`src/rtl/cmd_arbiter_if.sv`:
```
// Requester, status and sender-control signals of cmd_arbiter, grouped into one bundle.
// slave is the arbiter side; master is the requesters plus the serial command sender.
interface cmd_arbiter_if;
  localparam int unsigned CMD_W  = 16;
  localparam int unsigned RESP_W = 8;

  logic              req0;
  logic              req1;
  logic [CMD_W-1:0]  cmd0;
  logic [CMD_W-1:0]  cmd1;
  logic              gnt0;
  logic              gnt1;
  logic              done0;
  logic              done1;
  logic [RESP_W-1:0] resp_out;
  logic              timeout;
  logic              busy;
  logic              send_cmd;
  logic [CMD_W-1:0]  cmd;
  logic              cmd_sent;
  logic              resp_rdy;
  logic [RESP_W-1:0] resp;
  logic              clr_resp_rdy;

  modport slave (
    input  req0, req1, cmd0, cmd1, cmd_sent, resp_rdy, resp,
    output gnt0, gnt1, done0, done1, resp_out, timeout, busy,
           send_cmd, cmd, clr_resp_rdy
  );

  modport master (
    output req0, req1, cmd0, cmd1, cmd_sent, resp_rdy, resp,
    input  gnt0, gnt1, done0, done1, resp_out, timeout, busy,
           send_cmd, cmd, clr_resp_rdy
  );
endinterface

```
`src/rtl/cmd_arbiter.sv`:
```
// Two-requester round-robin arbiter that forwards one command at a time to a serial
// command sender and returns its response byte, abandoning stalled transactions.
module cmd_arbiter #(
  parameter int unsigned TIMEOUT_CYC = 20000
) (
  input  logic         clk,
  input  logic         rst_n,
  cmd_arbiter_if.slave arb_if
);
  localparam int unsigned CNT_W  = 16;
  localparam int unsigned CMD_W  = 16;
  localparam int unsigned RESP_W = 8;
  localparam logic [CNT_W-1:0] CNT_EXPIRE = CNT_W'(TIMEOUT_CYC - 1);
  localparam logic [CNT_W-1:0] CNT_MAX    = {CNT_W{1'b1}};

  typedef enum logic [1:0] {
    ST_IDLE,
    ST_SEND,
    ST_WAIT_SENT,
    ST_WAIT_RESP
  } state_t;

  state_t              r_state;
  logic [CNT_W-1:0]    r_cnt;
  logic [CMD_W-1:0]    r_cmd;
  logic [RESP_W-1:0]   r_resp_out;
  logic                r_owner;
  logic                r_prio;
  logic                r_gnt0;
  logic                r_gnt1;
  logic                r_done0;
  logic                r_done1;
  logic                r_timeout;
  logic                r_busy;
  logic                r_send_cmd;
  logic                r_clr_resp_rdy;

  state_t              w_state_nxt;
  logic [CNT_W-1:0]    w_cnt_nxt;
  logic [CNT_W-1:0]    w_cnt_inc;
  logic [CMD_W-1:0]    w_cmd_nxt;
  logic [RESP_W-1:0]   w_resp_out_nxt;
  logic                w_owner_nxt;
  logic                w_prio_nxt;
  logic                w_win;
  logic                w_expired;
  logic                w_finish;
  logic                w_gnt0_nxt;
  logic                w_gnt1_nxt;
  logic                w_done0_nxt;
  logic                w_done1_nxt;
  logic                w_timeout_nxt;
  logic                w_busy_nxt;
  logic                w_send_cmd_nxt;
  logic                w_clr_resp_rdy_nxt;

  // State and registered outputs
  always_ff @(posedge clk or negedge rst_n) begin
    if (!rst_n) begin
      r_state        <= ST_IDLE;
      r_cnt          <= '0;
      r_cmd          <= '0;
      r_resp_out     <= '0;
      r_owner        <= 1'b0;
      r_prio         <= 1'b0;
      r_gnt0         <= 1'b0;
      r_gnt1         <= 1'b0;
      r_done0        <= 1'b0;
      r_done1        <= 1'b0;
      r_timeout      <= 1'b0;
      r_busy         <= 1'b0;
      r_send_cmd     <= 1'b0;
      r_clr_resp_rdy <= 1'b0;
    end else begin
      r_state        <= w_state_nxt;
      r_cnt          <= w_cnt_nxt;
      r_cmd          <= w_cmd_nxt;
      r_resp_out     <= w_resp_out_nxt;
      r_owner        <= w_owner_nxt;
      r_prio         <= w_prio_nxt;
      r_gnt0         <= w_gnt0_nxt;
      r_gnt1         <= w_gnt1_nxt;
      r_done0        <= w_done0_nxt;
      r_done1        <= w_done1_nxt;
      r_timeout      <= w_timeout_nxt;
      r_busy         <= w_busy_nxt;
      r_send_cmd     <= w_send_cmd_nxt;
      r_clr_resp_rdy <= w_clr_resp_rdy_nxt;
    end
  end

  // Next state, datapath updates and output pulses
  always_comb begin
    w_state_nxt        = r_state;
    w_cnt_nxt          = r_cnt;
    w_cmd_nxt          = r_cmd;
    w_resp_out_nxt     = r_resp_out;
    w_owner_nxt        = r_owner;
    w_prio_nxt         = r_prio;
    w_win              = 1'b0;
    w_finish           = 1'b0;
    w_gnt0_nxt         = 1'b0;
    w_gnt1_nxt         = 1'b0;
    w_timeout_nxt      = 1'b0;
    w_send_cmd_nxt     = 1'b0;
    w_clr_resp_rdy_nxt = 1'b0;
    w_expired          = (r_cnt >= CNT_EXPIRE);
    w_cnt_inc          = (r_cnt == CNT_MAX) ? r_cnt : r_cnt + CNT_W'(1);

    case (r_state)
      ST_IDLE: begin
        if (arb_if.req0 || arb_if.req1) begin
          // Contention goes to r_prio, the requester not granted last
          w_win       = (arb_if.req0 && arb_if.req1) ? r_prio : arb_if.req1;
          w_gnt0_nxt  = ~w_win;
          w_gnt1_nxt  = w_win;
          w_cmd_nxt   = w_win ? arb_if.cmd1 : arb_if.cmd0;
          w_owner_nxt = w_win;
          w_prio_nxt  = ~w_win;
          w_state_nxt = ST_SEND;
        end
      end
      ST_SEND: begin
        w_send_cmd_nxt     = 1'b1;
        w_clr_resp_rdy_nxt = 1'b1;
        w_cnt_nxt          = '0;
        w_state_nxt        = ST_WAIT_SENT;
      end
      ST_WAIT_SENT: begin
        w_cnt_nxt = w_cnt_inc;
        if (arb_if.cmd_sent) begin
          w_state_nxt = ST_WAIT_RESP;
        end else if (w_expired) begin
          w_timeout_nxt = 1'b1;
          w_finish      = 1'b1;
          w_state_nxt   = ST_IDLE;
        end
      end
      ST_WAIT_RESP: begin
        w_cnt_nxt = w_cnt_inc;
        // A response in the expiry cycle still counts as a normal completion
        if (arb_if.resp_rdy) begin
          w_resp_out_nxt     = arb_if.resp;
          w_clr_resp_rdy_nxt = 1'b1;
          w_finish           = 1'b1;
          w_state_nxt        = ST_IDLE;
        end else if (w_expired) begin
          w_timeout_nxt = 1'b1;
          w_finish      = 1'b1;
          w_state_nxt   = ST_IDLE;
        end
      end
      default: begin
        w_state_nxt = ST_IDLE;
      end
    endcase

    w_done0_nxt = w_finish & ~r_owner;
    w_done1_nxt = w_finish & r_owner;
    w_busy_nxt  = (w_state_nxt != ST_IDLE);
  end

  assign arb_if.gnt0         = r_gnt0;
  assign arb_if.gnt1         = r_gnt1;
  assign arb_if.done0        = r_done0;
  assign arb_if.done1        = r_done1;
  assign arb_if.resp_out     = r_resp_out;
  assign arb_if.timeout      = r_timeout;
  assign arb_if.busy         = r_busy;
  assign arb_if.send_cmd     = r_send_cmd;
  assign arb_if.cmd          = r_cmd;
  assign arb_if.clr_resp_rdy = r_clr_resp_rdy;
endmodule

```
`src/flat_wrapper.sv`:
```
// flat-port wrapper written by rule: the top's interface ports become plain ports
module cmd_arbiter_flat 
#(
  parameter int unsigned TIMEOUT_CYC = 20000
)
  (clk, rst_n, arb_if_req0, arb_if_req1, arb_if_cmd0, arb_if_cmd1, arb_if_cmd_sent, arb_if_resp_rdy, arb_if_resp, arb_if_gnt0, arb_if_gnt1, arb_if_done0, arb_if_done1, arb_if_resp_out, arb_if_timeout, arb_if_busy, arb_if_send_cmd, arb_if_cmd, arb_if_clr_resp_rdy);
  cmd_arbiter_if arb_if_i ();
  input  logic clk;
  input  logic rst_n;
  input wire logic [$bits(arb_if_i.req0)-1:0] arb_if_req0;
  input wire logic [$bits(arb_if_i.req1)-1:0] arb_if_req1;
  input wire logic [$bits(arb_if_i.cmd0)-1:0] arb_if_cmd0;
  input wire logic [$bits(arb_if_i.cmd1)-1:0] arb_if_cmd1;
  input wire logic [$bits(arb_if_i.cmd_sent)-1:0] arb_if_cmd_sent;
  input wire logic [$bits(arb_if_i.resp_rdy)-1:0] arb_if_resp_rdy;
  input wire logic [$bits(arb_if_i.resp)-1:0] arb_if_resp;
  output wire logic [$bits(arb_if_i.gnt0)-1:0] arb_if_gnt0;
  output wire logic [$bits(arb_if_i.gnt1)-1:0] arb_if_gnt1;
  output wire logic [$bits(arb_if_i.done0)-1:0] arb_if_done0;
  output wire logic [$bits(arb_if_i.done1)-1:0] arb_if_done1;
  output wire logic [$bits(arb_if_i.resp_out)-1:0] arb_if_resp_out;
  output wire logic [$bits(arb_if_i.timeout)-1:0] arb_if_timeout;
  output wire logic [$bits(arb_if_i.busy)-1:0] arb_if_busy;
  output wire logic [$bits(arb_if_i.send_cmd)-1:0] arb_if_send_cmd;
  output wire logic [$bits(arb_if_i.cmd)-1:0] arb_if_cmd;
  output wire logic [$bits(arb_if_i.clr_resp_rdy)-1:0] arb_if_clr_resp_rdy;
  assign arb_if_i.req0 = arb_if_req0;
  assign arb_if_i.req1 = arb_if_req1;
  assign arb_if_i.cmd0 = arb_if_cmd0;
  assign arb_if_i.cmd1 = arb_if_cmd1;
  assign arb_if_i.cmd_sent = arb_if_cmd_sent;
  assign arb_if_i.resp_rdy = arb_if_resp_rdy;
  assign arb_if_i.resp = arb_if_resp;
  assign arb_if_gnt0 = arb_if_i.gnt0;
  assign arb_if_gnt1 = arb_if_i.gnt1;
  assign arb_if_done0 = arb_if_i.done0;
  assign arb_if_done1 = arb_if_i.done1;
  assign arb_if_resp_out = arb_if_i.resp_out;
  assign arb_if_timeout = arb_if_i.timeout;
  assign arb_if_busy = arb_if_i.busy;
  assign arb_if_send_cmd = arb_if_i.send_cmd;
  assign arb_if_cmd = arb_if_i.cmd;
  assign arb_if_clr_resp_rdy = arb_if_i.clr_resp_rdy;
  cmd_arbiter #(.TIMEOUT_CYC(TIMEOUT_CYC)) u_core (.clk(clk), .rst_n(rst_n), .arb_if(arb_if_i));
endmodule
```
`config.mk`:
```
export PLATFORM = sky130hd
export DESIGN_NAME = cmd_arbiter_flat
export DESIGN_NICKNAME = d
export VERILOG_FILES = /design/src/rtl/cmd_arbiter_if.sv /design/src/rtl/cmd_arbiter.sv /design/src/flat_wrapper.sv
export SDC_FILE = /design/constraint.sdc
export NUM_CORES = 1
export LEC_CHECK = 0
export CORE_AREA = 5 5 72 74
export DETAILED_ROUTE_END_ITERATION = 6
export DIE_AREA = 0 0 77 79
export DONT_BUFFER_PORTS = 1
export PLACE_DENSITY = 0.74
export SYNTH_ARGS = -nofsm -noshare
export SYNTH_HDL_FRONTEND = slang
export SYNTH_SLANG_ARGS = --single-unit
export TNS_END_PERCENT = 5
```
`constraint.sdc`:
```
create_clock -name clk -period 2 [get_ports clk]
set_input_delay 0.4 -clock clk [delete_from_list [all_inputs] [get_ports clk]]
set_output_delay 0.4 -clock clk [all_outputs]
set_load 0.01 [all_outputs]
```
==> impl_metrics.toml <==
[run_status]
outcome = "finished, final reports clean"

[synthesis]
synth_cell_types = 42
ys_seq_area_share_pct = 54.39
yosysWarnings = 0
synth_area_per_cell_um2 = 10.59
netlist_area_mm2 = 0.002392
synth_cells = 226
syn_nets = 273
ys_seq_elements = 52

[floorplanning]
die_area_mm2 = 0.006083
coreArea_mm2 = 0.004536
die_width_um = 77
pin_count = 78
rows = 25
initial_core_util_pct = 52.74
die_h_um = 79

[layout]
final_common_cell = "dfrtp_1"
antenna_cells = 0
areaGrowthSynthToFinish_pct = 11.19
postLayoutCoreUtil_pct = 58.65
nets = 284
multi_input_area_mm2 = 0.001064
fill_cells = 366
layout_common_cells = "dfrtp_1 (52), nor2_1 (28), mux2i_1 (22), nand2_1 (19), a21oi_1 (18)"
layout-drive-gt1-share_pct = 17.65
area.sequential_mm2 = 0.001301

[pwr]
swShare_pct = 38.32
switchingPower_w = 0.001320
max-vdd-ir-drop_uv = 558.8
powerDensity_mw_per_mm2 = 1294
p_comb_share_pct = 29.6
pwr-share-seq_pct = 53.0
clockPowerShare_pct = 17.4
p_leak_nw = 1.219
p_int_w = 0.002124

[routing]
wire_per_inst_um = 16.40
vias = 1738
first_pass_iters = 4
drc_errors = 0
viasPerCell = 5.952
finalWirelength_um = 4790
drt_iter0_drc = 127
antenna_left = 0

[placed_design]
dp_hpwl_um = 3237
preCtsSetupSlack_ns = 0.009404
place.gp.congestion = 0.8565
numPortBuffers = 0

[timing]
final-hold-violation-count = 0
post-route-min-period_ns = 1.992
period_share_pct = 99.58
final.setup.tns_ns = 0
fmax_ghz = 0.5021
finalSetupViolCount = 0
slew_violations = 0
clock_skew_ns = 0.006310
tightest_slew_ns = 0.5174
whs_ns = 0.2173
slew_headroom_pct = 65.24
fin_ws_ns = 0.008301

[grt]
grt_pass1_wl_um = 7486
grt.overflow.total = 0
grt_pass1_vias = 1578
grt.total_usage_pct = 15.27
grt_max_degree = 53
antenna_found_initial = 0

[worst_setup_path]
required_ns = 2.18
cp-start-kind = "flip-flop"
r2r-start = "u_core.r_cnt[0]"
cp-end-kind = "flip-flop"
critPathArrivalTime_ns = 2.17
r2r-end = "u_core.r_cnt[14]"
r2r_slack_ns = 0.008
rr_worst_depth = 6
cp_max_fo = 4
critPathKind = "flip-flop to flip-flop"

[min_path]
hold_path_class = "primary input to flip-flop"
min_to = "u_core.arb_if.clr_resp_rdy"
min_from = "arb_if_resp_rdy"
whs_path_depth = 1

[job]
drv_cap = 0

[clock_tree]
clock_sinks = 52
cts_root_buf = "clkbuf_8"
path_clk_slew_ns = 0.09
cts_tree = "yes"
clk_latency_ns = 0.31
cts_buffer_depth = 2
htreeDepth = 2
cts_buffers = 5
-- kinds of logic after synthesis --
group	Yosys count	share of synthesized area, %
adder cells (fa/ha/maj)	1	0.5229
AND/OR/NAND/NOR	89	19.04
flip-flops	52	54.39
multiplexers	31	13.44
AO/OA/AOI/OAI	36	9.101
XOR/XNOR	2	0.7324
buffers and inverters	15	2.772
-- critical path: stages, from the launching register on --
cell      delay (ns)
dfrtp_1         0.38
ha_2            0.22
nand4_1         0.12
or2_2           0.34
or3_4           0.39
o311ai_2        0.29
o41ai_2         0.13
-- final cells by class --
cell class              instances  area share (%)
clock buffers                   6           2.728
clock inverters                 2          0.6115
inverters                       5          0.7056
multi-input cells             160           39.98
flip-flops and latches         52           48.92
well taps                      54           2.540
repair buffers                 13           4.516
-- Yosys cell counts (all sizes together) --
master	n	share of area, %
clkbuf	6	0.94
and2	2	0.63
nor3	5	1.0
a41oi	1	0.37
nand3b	1	0.31
ha	1	0.52
nor2	28	4.4
a21oi	18	3.8
o21ba	1	0.42
xor2	1	0.37
nor4	1	0.26
o31ai	1	0.31
o21a	2	0.63
o311ai	1	0.37
a211oi	1	0.31
or2	1	0.26
or4	1	0.47
mux2i	22	9.2
inv	5	0.78
buf	4	1.0
nand4b	1	0.37
or3	4	1.0
nand2	19	3.0
a31oi	3	0.78
and4b	1	0.42
o41ai	1	0.37
and4	2	0.73
o21bai	1	0.31
nand3	15	3.1
and3	3	1.0
xnor2	1	0.37
mux2	9	4.2
o21ai	4	0.84
dfrtp	52	54
o211ai	2	0.63
nand4	5	1.9
-- registers in the layout, indices dropped and copies added (netlist names), 2 cells and up --
register / cells
u_core.arb_if.cmd: 16
u_core.arb_if.resp_out: 8
u_core.r_cnt: 16
u_core.r_state: 2
-- how the worst max path moves through the flow --
stage               startpoint               end  slack [ns]  cells after the start
3_5_place_dp   u_core.r_cnt[0]   u_core.r_cnt[5]       0.009                      6
3_3_place_gp   u_core.r_cnt[0]   u_core.r_cnt[5]        0.08                      6
6_report       u_core.r_cnt[0]  u_core.r_cnt[14]       0.008                      6
5_1_grt        u_core.r_cnt[1]  u_core.r_cnt[14]       -0.03                      6
4_1_cts        u_core.r_cnt[1]   u_core.r_cnt[5]        0.02                      6
2_1_floorplan  u_core.r_cnt[0]  u_core.r_cnt[14]        0.04                      7
-- per-stage QoR --
stage | std cells | instance area [um2] | total power, W
finish | 292 | 2660 | 0.003443
global placement | 277 | 2474 | 0.002727
global route | 292 | 2660 | 0.003698
CTS | 288 | 2610 | 0.003413
floorplan | 226 | 2392 | 0.002531
detailed placement | 277 | 2474 | 0.002770
-- power groups by stage --
stage          Sequential [W]  Combinational, W  Clock (W)
2_1_floorplan         0.00176          0.000775          0
3_3_place_gp          0.00185          0.000877          0
3_5_place_dp          0.00186          0.000912          0
4_1_cts               0.00184          0.000961   0.000614
5_1_grt               0.00187           0.00116   0.000666
6_report              0.00183           0.00102   0.000598
-- layer usage --
| metal | part of all wire (%) | global-route usage, % |
|---|---|---|
| met1 | 42 | 20.27 |
| met2 | 49 | 23.68 |
| met3 | 7.2 | 4.989 |
| met4 | 1.4 | 5.155 |
| met5 | 0 | 0 |
-- timing repair --
action | CTS | global route
buffers inserted | 1 | 3
gates cloned | 0 | 1
setup endpoints to repair | 2 | 4
gates resized for setup | 2 | 3
hold buffers | 2 | 0
endpoints found under the hold margin | 52 | 0
pin swaps | 0 | 2
No activity file was read; power rests on OpenSTA's default activity.
